**src/rtl/snoop_bus_controller.sv**
```systemverilog
// snoop_bus_controller: round-robin snoop bus with write-back capture and latency-modelled main memory
module snoop_bus_controller #(
    parameter int NUM_CPUS = 2,
    parameter int ADDR_W   = 3,
    parameter int DATA_W   = 4,
    parameter int MEM_LAT  = 2
) (
    input  logic                         clock,
    input  logic                         reset_n,
    input  logic [NUM_CPUS-1:0]          req_valid,
    input  logic [2*NUM_CPUS-1:0]        req_type,
    input  logic [ADDR_W*NUM_CPUS-1:0]   req_addr,
    input  logic [DATA_W*NUM_CPUS-1:0]   req_wdata,
    output logic [NUM_CPUS-1:0]          done,
    output logic [DATA_W-1:0]            resp_data,
    output logic                         snoop_valid,
    output logic [1:0]                   snoop_type,
    output logic [ADDR_W-1:0]            snoop_addr,
    output logic [$clog2(NUM_CPUS)-1:0]  snoop_src,
    input  logic [NUM_CPUS-1:0]          snoop_wb_valid,
    input  logic [DATA_W*NUM_CPUS-1:0]   snoop_wb_data,
    output logic                         busy,
    output logic                         proto_err
);
    localparam int IW = $clog2(NUM_CPUS);
    localparam int CW = $clog2(MEM_LAT + 1);

    typedef enum logic [2:0] {IDLE, WB, BCAST, SNOOP, MEM, RESP} state_t;

    state_t            state, next;
    logic [IW-1:0]     ptr, win, owner, hit;
    logic [1:0]        type_q;
    logic [ADDR_W-1:0] addr_q;
    logic [DATA_W-1:0] wdata_q, fill;
    logic [CW-1:0]     cnt;
    logic [NUM_CPUS-1:0] others;
    logic              multi;
    logic [DATA_W-1:0] mem [2**ADDR_W];

    always_comb begin
        win = ptr;
        for (int k = NUM_CPUS - 1; k >= 0; k--)
            if (req_valid[ptr + IW'(k)]) win = ptr + IW'(k);
    end

    // the requester's own write-back flag is never a forwarding source
    assign others = snoop_wb_valid & ~(NUM_CPUS'(1) << owner);
    assign multi  = |(others & (others - NUM_CPUS'(1)));

    always_comb begin
        hit = '0;
        for (int i = NUM_CPUS - 1; i >= 0; i--)
            if (others[i]) hit = IW'(i);
    end

    always_ff @(posedge clock)
        state <= !reset_n ? IDLE : next;

    always_comb begin
        next = state;
        case (state)
            IDLE:    next = !(|req_valid) ? IDLE : (req_type[win*2 +: 2] == 2'b11) ? WB : BCAST;
            WB:      next = RESP;
            BCAST:   next = (type_q == 2'b10) ? RESP : SNOOP;
            SNOOP:   next = (|others) ? RESP : MEM;
            MEM:     next = (cnt == CW'(MEM_LAT - 1)) ? RESP : MEM;
            default: next = IDLE;
        endcase
    end

    always_ff @(posedge clock) begin
        if (!reset_n) begin
            ptr       <= '0;
            owner     <= '0;
            type_q    <= '0;
            addr_q    <= '0;
            wdata_q   <= '0;
            fill      <= '0;
            cnt       <= '0;
            proto_err <= 1'b0;
            for (int i = 0; i < 2**ADDR_W; i++) mem[i] <= '0;
        end else begin
            case (state)
                IDLE: if (|req_valid) begin
                    owner   <= win;
                    ptr     <= win + IW'(1);
                    type_q  <= req_type[win*2 +: 2];
                    addr_q  <= req_addr[win*ADDR_W +: ADDR_W];
                    wdata_q <= req_wdata[win*DATA_W +: DATA_W];
                end
                WB: mem[addr_q] <= wdata_q;
                SNOOP: begin
                    cnt <= '0;
                    if (|others) begin
                        mem[addr_q] <= snoop_wb_data[hit*DATA_W +: DATA_W];
                        fill        <= snoop_wb_data[hit*DATA_W +: DATA_W];
                    end
                    if (multi) proto_err <= 1'b1;
                end
                MEM: begin
                    cnt <= cnt + CW'(1);
                    if (cnt == CW'(MEM_LAT - 1)) fill <= mem[addr_q];
                end
                default: ;
            endcase
        end
    end

    assign busy        = state != IDLE;
    assign snoop_valid = state == BCAST;
    assign snoop_type  = snoop_valid ? type_q : '0;
    assign snoop_addr  = snoop_valid ? addr_q : '0;
    assign snoop_src   = snoop_valid ? owner : '0;
    assign done        = (state == RESP) ? NUM_CPUS'(1) << owner : '0;
    assign resp_data   = (state == RESP && !type_q[1]) ? fill : '0;
endmodule
```
**config.mk**
```make
export PLATFORM = sky130hd
export DESIGN_NAME = snoop_bus_controller
export DESIGN_NICKNAME = d
export VERILOG_FILES = /design/src/rtl/snoop_bus_controller.sv
export SDC_FILE = /design/constraint.sdc
export NUM_CORES = 1
export LEC_CHECK = 0
export CAP_MARGIN = 5
export CELL_PAD_IN_SITES_DETAIL_PLACEMENT = 1
export CELL_PAD_IN_SITES_GLOBAL_PLACEMENT = 2
export CORE_ASPECT_RATIO = 1.4
export CORE_MARGIN = 10
export CORE_UTILIZATION = 37
export CTS_CLUSTER_SIZE = 14
export DETAILED_ROUTE_END_ITERATION = 7
export PLACE_DENSITY = 0.89
export SYNTH_ARGS = -nofsm -noshare
export SYNTH_HDL_FRONTEND = slang
export SYNTH_SLANG_ARGS = --single-unit
export TNS_END_PERCENT = 5
```
**constraint.sdc**
```tcl
create_clock -name clock -period 3.28 [get_ports clock]
set_input_delay 0.82 -clock clock [delete_from_list [all_inputs] [get_ports clock]]
set_output_delay 0.82 -clock clock [all_outputs]
set_load 0.02 [all_outputs]
```
==> run_results.csv <==
group,metric,value,unit
route,vias,2003,
sta,fmax,0.324,GHz
synth,synth.net_count,282,
sta,fin_ws,195,ps
synth,synth_top_area_cell,"edfxtp_1",
synth,ys_async_sr_fraction,0,
die,die_h,124,um
sta,rsz0062_at_grt,"false",
route,avgViaCountPerCell,5.15,
synth,synth_area_leaders,"edfxtp_1 34%, dfxtp_1 17%, mux4_2 6.3%",
placed_design,hpwl,5730,um
synth,ys_seq_elements,56,
clocking,numCtsBuffers,5,
hold_path,hold_path_class,"register to register",
synth,synthCells,249,
die,dieArea,0.0116,mm^2
setup_path,slowest_delay,650,ps
global_route,grt_pass1_wl,11500,um
status,status,"complete, no violations",
sta,tightest_slew,705,ps
route,wl_per_cell,18.5,um
synth,ys_types,45,
synth,synth_area,0.00284,mm^2
pwr,vdd_ir_drop_max,0.236,mV
die,rows,37,
clocking,ctsLongestPathBuffers,2,
final_layout,drive_above_1_share,0.134,
clocking,clk_pin_slew,90,ps
setup_path,crit_chain,"nor3b_1, and2_2, clkdlybuf4s50_1",
clocking,cts-root-buf,"clkbuf_8",
route,wirelength,7200,um
final_layout,area_growth,21.4,%
synth,synth_edf_count,32,
hold_path,hold-path-cell-count,1,
route,dr.pass1.iters,4,
final_layout,final_cell_mix,"46 x clkdlybuf4s50_1, 39 x nor2_1, 32 x edfxtp_1, 26 x nand2_1, 24 x dfxtp_1",
final_layout,final_nets,324,
synth,ys_seq_area_frac,0.508,
setup_path,worstSetupPathType,"register to output port",
sta,tns,0,ps
pwr,p_leak,0.00118,uW
global_route,grt_overflow,0,
sta,finalCritPeriodShare,0.941,
setup_path,regToRegEndpoint,"mem[6][2]",
setup_path,cp.required,2460,ps
setup_path,path_buf_inv,1,
die,io_pins,47,
clocking,cts_tree,"done",
global_route,grt_max_degree,22,
synth,yosysWarnings,0,
sta,hold_viol_final,0,
pwr,powerDensity,644,mW/mm^2
placed_design,port_buffers,46,
run,maxCapViolCount,0,
hold_path,hold_path_end,"proto_err",
global_route,grt_pass1_vias,2142,
final_layout,diodes,0,
sta,maxSlewHeadroom,0.529,
clocking,cts_resized,0,
global_route,antenna_found_initial,0,
setup_path,r2r_start,"state[0]",
sta,finClkSkew,7.48,ps
setup_path,rrSetupSlack,1060,ps
setup_path,cp_slowest_cell,"nor3b_1",
sta,finalMaxSlewViolations,0,
setup_path,cp.arrival,2270,ps
route,drc_errors,0,
die,start_util,0.383,
die,core_area,0.00741,mm^2
setup_path,start_kind,"register",
clocking,post_cts_buffers,0,
route,antenna_left,0,
global_route,grt_use_total,0.126,
placed_design,gp_congestion,0.750,
final_layout,fin_cells,389,
placed_design,place_ws,389,ps
setup_path,critPathMaxFanout,12,
clocking,clock_sinks,56,
setup_path,crit_family,"simple AND/OR/NAND/NOR gates",
synth,synth_ff_type,"edfxtp_1",
sta,fin_crit,3090,ps
die,die_w,94.0,um
setup_path,end_kind,"output port",
route,drtIter0Drc,89,
clocking,cts_hold_buffers,0,
final_layout,final_common_cell,"clkdlybuf4s50_1",
synth,synth.avg_cell_area,11.4,um^2
setup_path,worstRegToRegCells,4,
clocking,cts_max_level,2,
sta,finalSetupViolCount,0,
final_layout,fillers,816,
synth,synth_top_area_share,0.338,
clocking,clock_latency,300,ps
hold_path,hp-start,"proto_err",
placed_design,dp.cells,381,
## synth_stat cells (4+ instances only)
cell type,n
a21oi_1,11
a32oi_4,4
and2_1,11
buf_2,4
clkbuf_1,4
dfxtp_1,24
edfxtp_1,32
inv_1,4
mux2_2,5
mux2i_1,15
mux4_2,8
nand2_1,26
nand3_1,5
nor2_1,39
o21ai_0,14
o221ai_1,4
## sequential cells by signal (all words and copies together) (netlist names), named ones only
name,flops
cnt,2
state,3
owner,1
proto_err,1
ptr,1
fill,4
mem,32
wdata_q,4
type_q,2
addr_q,3
## cell type report
type / instances / area (um^2) / share of cell area
sequential: 56 / 1440 / 0.418
inverter: 4 / 15.0 / 0.00436
clock buffer: 6 / 72.6 / 0.0211
timing repair buffer: 49 / 483 / 0.140
tap: 97 / 121 / 0.0352
multi-input combinational: 175 / 1300 / 0.378
clock inverter: 2 / 11.3 / 0.00327
## how the worst max path moves through the flow
| stage | end | depth (start not counted) | slack (ps) | startpoint |
|---|---|---|---|---|
| after floorplan | snoop_addr[0] | 3 | 750 | state[1] |
| after global placement | snoop_src | 3 | 460 | state[0] |
| after detailed placement | mem[6][3] | 5 | 390 | snoop_wb_valid[1] |
| after CTS | snoop_src | 3 | 140 | state[0] |
| after global routing | snoop_src | 3 | 30 | state[0] |
| final | snoop_src | 3 | 190 | state[0] |
## stage by stage
stage          power (uW)   util  cell area, um^2  hold slack [ps]
2_1_floorplan        1630      -             2840              454
3_3_place_gp         1860  0.454             3360              443
3_5_place_dp         1890  0.454             3360              454
4_1_cts              2250  0.465             3450              478
5_1_grt              2360  0.465             3450              495
6_report             2220  0.465             3450              468
## metal layers
| layer | GRT usage | routed length [um] |
|---|---|---|
| met5 | 0 | 0 |
| met4 | 0.0362 | 102 |
| met3 | 0.0235 | 190 |
| met2 | 0.248 | 4100 |
| met1 | 0.131 | 2810 |
## where the power goes
group | switching, uW | leakage, uW | internal, uW | total (uW)
Sequential | 171 | 0.000528 | 867 | 1040
Combinational | 428 | 0.000610 | 387 | 815
Clock | 218 | 0.0000388 | 149 | 367
Total | 817 | 0.00118 | 1400 | 2220
## worst register-to-register path, stage by stage, from the launching register on
cell and delay, ps:
dfxtp_1 610, nand2b_1 240, a211oi_2 420, nand4_1 330
nand2_1 330
## cells by family after synthesis
family,count (synthesis),synth area share
buffers and inverters,18,0.0339
multiplexers,29,0.141
XOR/XNOR,1,0.00309
AO/OA/AOI/OAI,42,0.127
flip-flops,56,0.508
AND/OR/NAND/NOR,101,0.179
adder cells (fa/ha/maj),2,0.00793
No activity file was read; power rests on OpenSTA's default activity.
